<file path="src/rtl/sample_decimator.sv">
// ==== sample_decimator : boxcar floor-average decimator, one held sample per 2**LOG2_RATIO valid inputs
// ==== rev 1.0
`default_nettype none

module sample_decimator #(
  parameter int BITS       = 16,
  parameter int LOG2_RATIO = 4,
  parameter int COUNT_BITS = 16
) (
  input  logic                  clk,
  input  logic                  reset,
  input  logic                  enable,
  input  logic [BITS-1:0]       in_data,
  input  logic                  in_valid,
  output logic [BITS-1:0]       out_data,
  output logic                  out_valid,
  output logic [COUNT_BITS-1:0] sample_count,
  output logic                  busy
);

  localparam int c_acc_w = BITS + LOG2_RATIO;
  localparam logic [LOG2_RATIO-1:0] c_last_cnt = LOG2_RATIO'((2 ** LOG2_RATIO) - 1);

  typedef enum logic [0:0] {
    S_IDLE  = 1'b0,
    S_ACCUM = 1'b1
  } state_t;

  state_t                  r_state,     w_state_nxt;
  logic [c_acc_w-1:0]      r_acc,       w_acc_nxt;
  logic [LOG2_RATIO-1:0]   r_cnt,       w_cnt_nxt;
  logic [BITS-1:0]         r_out_data,  w_out_data_nxt;
  logic                    r_out_valid, w_out_valid_nxt;
  logic [COUNT_BITS-1:0]   r_count,     w_count_nxt;

  logic [c_acc_w-1:0]      w_in_ext;
  logic [c_acc_w-1:0]      w_sum;
  logic                    w_last;

  // Sign-extended input guarantees the accumulator can hold RATIO full-scale samples.
  assign w_in_ext = {{LOG2_RATIO{in_data[BITS-1]}}, in_data};
  assign w_sum    = r_acc + w_in_ext;
  assign w_last   = (r_cnt == c_last_cnt);

  always_ff @(posedge clk or posedge reset) begin
    if (reset) begin
      r_state     <= S_IDLE;
      r_acc       <= '0;
      r_cnt       <= '0;
      r_out_data  <= '0;
      r_out_valid <= 1'b0;
      r_count     <= '0;
    end else begin
      r_state     <= w_state_nxt;
      r_acc       <= w_acc_nxt;
      r_cnt       <= w_cnt_nxt;
      r_out_data  <= w_out_data_nxt;
      r_out_valid <= w_out_valid_nxt;
      r_count     <= w_count_nxt;
    end
  end

  always_comb begin
    w_state_nxt     = r_state;
    w_acc_nxt       = r_acc;
    w_cnt_nxt       = r_cnt;
    w_out_data_nxt  = r_out_data;
    w_out_valid_nxt = 1'b0;
    w_count_nxt     = r_count;

    if (!enable) begin
      // Enable dominates a window-completing sample: the window is simply dropped.
      w_state_nxt = S_IDLE;
      w_acc_nxt   = '0;
      w_cnt_nxt   = '0;
    end else begin
      case (r_state)
        S_IDLE: begin
          if (in_valid) begin
            w_state_nxt = S_ACCUM;
            w_acc_nxt   = w_in_ext;
            w_cnt_nxt   = LOG2_RATIO'(1);
          end
        end
        S_ACCUM: begin
          if (in_valid) begin
            if (w_last) begin
              // Taking the upper BITS of the sum is the arithmetic right shift, floor rounded.
              w_out_data_nxt  = w_sum[c_acc_w-1:LOG2_RATIO];
              w_out_valid_nxt = 1'b1;
              w_count_nxt     = r_count + COUNT_BITS'(1);
              w_acc_nxt       = '0;
              w_cnt_nxt       = '0;
            end else begin
              w_acc_nxt = w_sum;
              w_cnt_nxt = r_cnt + LOG2_RATIO'(1);
            end
          end
        end
        default: begin
          w_state_nxt = S_IDLE;
          w_acc_nxt   = '0;
          w_cnt_nxt   = '0;
        end
      endcase
    end
  end

  assign out_data     = r_out_data;
  assign out_valid    = r_out_valid;
  assign sample_count = r_count;
  assign busy         = (r_state == S_ACCUM) && (r_cnt != '0);

endmodule

`default_nettype wire
</file>
<file path="config.mk">
export PLATFORM = sky130hd
export DESIGN_NAME = sample_decimator
export DESIGN_NICKNAME = d
export VERILOG_FILES = /design/src/rtl/sample_decimator.sv
export SDC_FILE = /design/constraint.sdc
export NUM_CORES = 1
export LEC_CHECK = 0
export ABC_AREA = 1
export CAP_MARGIN = 40
export CORE_ASPECT_RATIO = 0.8
export CORE_UTILIZATION = 55
export DETAILED_ROUTE_END_ITERATION = 8
export GPL_TIMING_DRIVEN = 0
export PLACE_DENSITY = 0.87
export SYNTH_ARGS = -nofsm -noshare
export SYNTH_HDL_FRONTEND = slang
export SYNTH_SLANG_ARGS = --single-unit
</file>
<file path="constraint.sdc">
create_clock -name clk -period 2.1 [get_ports clk]
set_input_delay 0.42 -clock clk [delete_from_list [all_inputs] [get_ports clk]]
set_output_delay 0.42 -clock clk [all_outputs]
set_load 0.01 [all_outputs]
</file>
==> reports/qor.csv <==
metric,value,unit
synth-to-layout area growth,31.86,%
"area leader, netlist",dfrtp_1,
Die Wd,94.66,um
Residual DRC,0,
RSZ-0062 raised after global routing,yes,
met2 wire length,5.139,mm
"EDFF count, synth",0,
final slew viol count,0,
vias in the first global route,3506,
pwr/cell area,642.9,mW/mm^2
largest family of logic cells by synthesized area,simple AND/OR/NAND/NOR gates,
worst reg-to-reg setup slack,0.05,ns
ranking of synthesized cells by area,"dfrtp_1, nand2_1, ha_1",
Total Wirelength,10.99,mm
Setup WS post-layout,-0.01239,ns
min-delay worst type,in -> async,
Inst Count DP,653,
Final Hold Fails,0,
mux cell area share after synthesis,0,
reg2reg start,r_acc[0]$_DFFE_PP0P_,
Post-Synth XOR/XNOR Area,0.05565,
clock latency at the later pin of the worst-skew pair,0.35,ns
Ports,54,
GRT overflow,0,
Post-Synthesis Cell Area,0.003777,mm^2
Synth top area share,0.3842,
GRT Util Overall,0.3032,
"Hold-fix buffers, CTS",0,
fin crit share,1.006,
max cap viols,0,
# rows,26,
Syn. warnings,0,
"Arr. time, crit path",2.39,ns
hold slack,0.4193,ns
Synth Flop Type,dfrtp_1,
pin count of the biggest net entering global routing,37,
clock sinks,58,
clock root cell,clkbuf_8,
DR WL/cell,16.32,um
placer congestion estimate,0.9552,
WS Path Type,in -> reg,
Worst Path Required,2.37,ns
average size of a mapped cell,7.335,um^2
Num CTS Buffers,9,
via count,3816,
post-route cell area,0.004981,mm^2
RR Endpoint,r_acc[14]$_DFFE_PP0P_,
Synth cell types,35,
setup_tns,-0.01452,ns
highest metal used,met4,
failing checks,setup timing,
post-DP HPWL,7.404,mm
syn_nets,558,
crit-path max FO,5,
Die Area,0.007206,mm^2
Clock Path Buffers,2,
R2R depth,10,
CTS tree,yes,
min Tclk post-route,2.112,ns
Initial DRC Count,379,
H-tree depth,3,
number of synthesized register bits,58,
"count leader, synth",nand2_1,
Cells after Synth,515,
M1 wire length,4.532,mm
FILL cells,462,
startpoint types,primary input,
met3 wire length,1.031,mm
# setup viols final,2,
Rel. slew slack,0.5657,
initial antenna violation count,0,
Max Clock Skew,0.01682,ns
synthesized-area fraction occupied by adder cells,0.07817,
"top cells by count, synth","nand2_1, inv_1, dfrtp_1",
status,finished with violations,
fin cells,673,
Synth async-reset ratio,1.000,
die height,76.13,um
Worst Max-Slew Pin Slew,0.6515,ns
Simple-Gate Fraction of Synth Area,0.3319,
VDD IR max,506.5,uV
Starting Density,0.5806,
FMAX,473.4,MHz
crit path to,r_acc[14]$_DFFE_PP0P_,
post-layout util,0.7656,
vias per cell,5.670,
Synth Area in Compound Gates,0.07519,
"Seq/Total Area, Yosys",0.3842,
"CTS clk-pin slew, worst paths",0.08,ns
static leakage,2.559,nW
Pre-Repair DR Iteration Count,7,
first-pass GRT wire length,16.70,mm
layout cells sized above 1,0.1290,
n_diodes,0,
CP endpoint kind,flip-flop,
Crit. Startpoint,in_data[9],
Core Region,0.006506,mm^2
Port Buffers,53,
Antenna Nets Post-Route,0,
Post-DP Area,0.004433,mm^2
nets,627,
==> power by group <==
group          leakage (nW)  switching (mW)  total (mW)  internal, mW
registers             0.772          0.0433        1.20          1.16
clock network         0.109           0.479        1.18         0.697
logic                  1.68           0.500       0.824         0.324
==> cell type report <==
| type | instances | area (um^2) | area share |
|---|---|---|---|
| clock inverter | 5 | 77.57 | 0.01557 |
| multi-input combinational | 382 | 2327 | 0.4672 |
| buffer | 7 | 33.78 | 0.006782 |
| clock buffer | 11 | 141.4 | 0.02838 |
| inverter | 67 | 259.0 | 0.05200 |
| tap | 84 | 105.1 | 0.02110 |
| timing repair buffer | 59 | 585.6 | 0.1176 |
| sequential | 58 | 1451 | 0.2914 |
==> how the worst min path moves through the flow <==
stage / startpoint / end / slack [ns] / cells past startpoint
finish: reset / r_acc[5]$_DFFE_PP0P_ / 0.42 / 2
global route: in_data[1] / r_acc[1]$_DFFE_PP0P_ / 0.49 / 3
CTS: reset / sample_count[15]$_DFFE_PP0P_ / 0.44 / 2
detailed placement: out_data[11]$_DFFE_PP0P_ / out_data[11]$_DFFE_PP0P_ / 0.47 / 2
global placement: sample_count[15]$_DFFE_PP0P_ / sample_count[15]$_DFFE_PP0P_ / 0.46 / 1
floorplan: r_acc[0]$_DFFE_PP0P_ / r_acc[0]$_DFFE_PP0P_ / 0.45 / 2
==> cells in the final DEF, fill, tap and decap left out, types with 11 or more instances in the layout <==
master and instances:
a21oi_1 12, clkdlybuf4s50_1 48, dfrtp_1 58, ha_4 17, inv_1 64, nand2_1 195, nand3_1 34, nor2_1 25
o21ai_0 14, xnor2_1 13, xor2_1 11
==> worst max-delay path, stage by stage <==
cell and delay [ns]:
clkdlybuf4s50_1 0.55, ha_4 0.25, nand2_1 0.09, nand2_1 0.12
a21oi_1 0.17, nand3_2 0.18, a21oi_1 0.19, xnor2_1 0.22
nand2_1 0.12, nand2_1 0.08
==> what timing repair did <==
action,CTS,global route
pin swaps,4,4
endpoints found under the setup margin,15,28
setup buffers,4,1
gates resized for setup,18,40
==> flip-flops by register name, summed over array words and instances (netlist names) <==
name	flops
out_valid	1
out_data	16
r_cnt	4
r_acc	20
sample_count	16
r_state	1
==> kinds of logic (layout without fill, tap and decap cells) <==
group                    after synthesis  after routing
AND/OR/NAND/NOR                      288            288
AO/OA/AOI/OAI                         47             47
XOR/XNOR                              24             24
flip-flops                            58             58
adder cells (fa/ha/maj)               23             23
buffers and inverters                 75            149
==> stage by stage <==
stage          setup slack, ns  power, mW
6_report              -0.01239      3.202
5_1_grt                -0.1666      3.322
4_1_cts               0.009239      3.050
3_5_place_dp           -0.6904      1.859
3_3_place_gp           -0.7702      1.833
2_1_floorplan           0.2015      1.665
==> routing by layer <==
metal	global-route usage	vias to the layer above
met2	0.4612	235
li1	-	1766
met3	0.06986	43
met5	0	-
met1	0.4222	1772
met4	0.1061	0
Power figures use the tool's default switching activity.
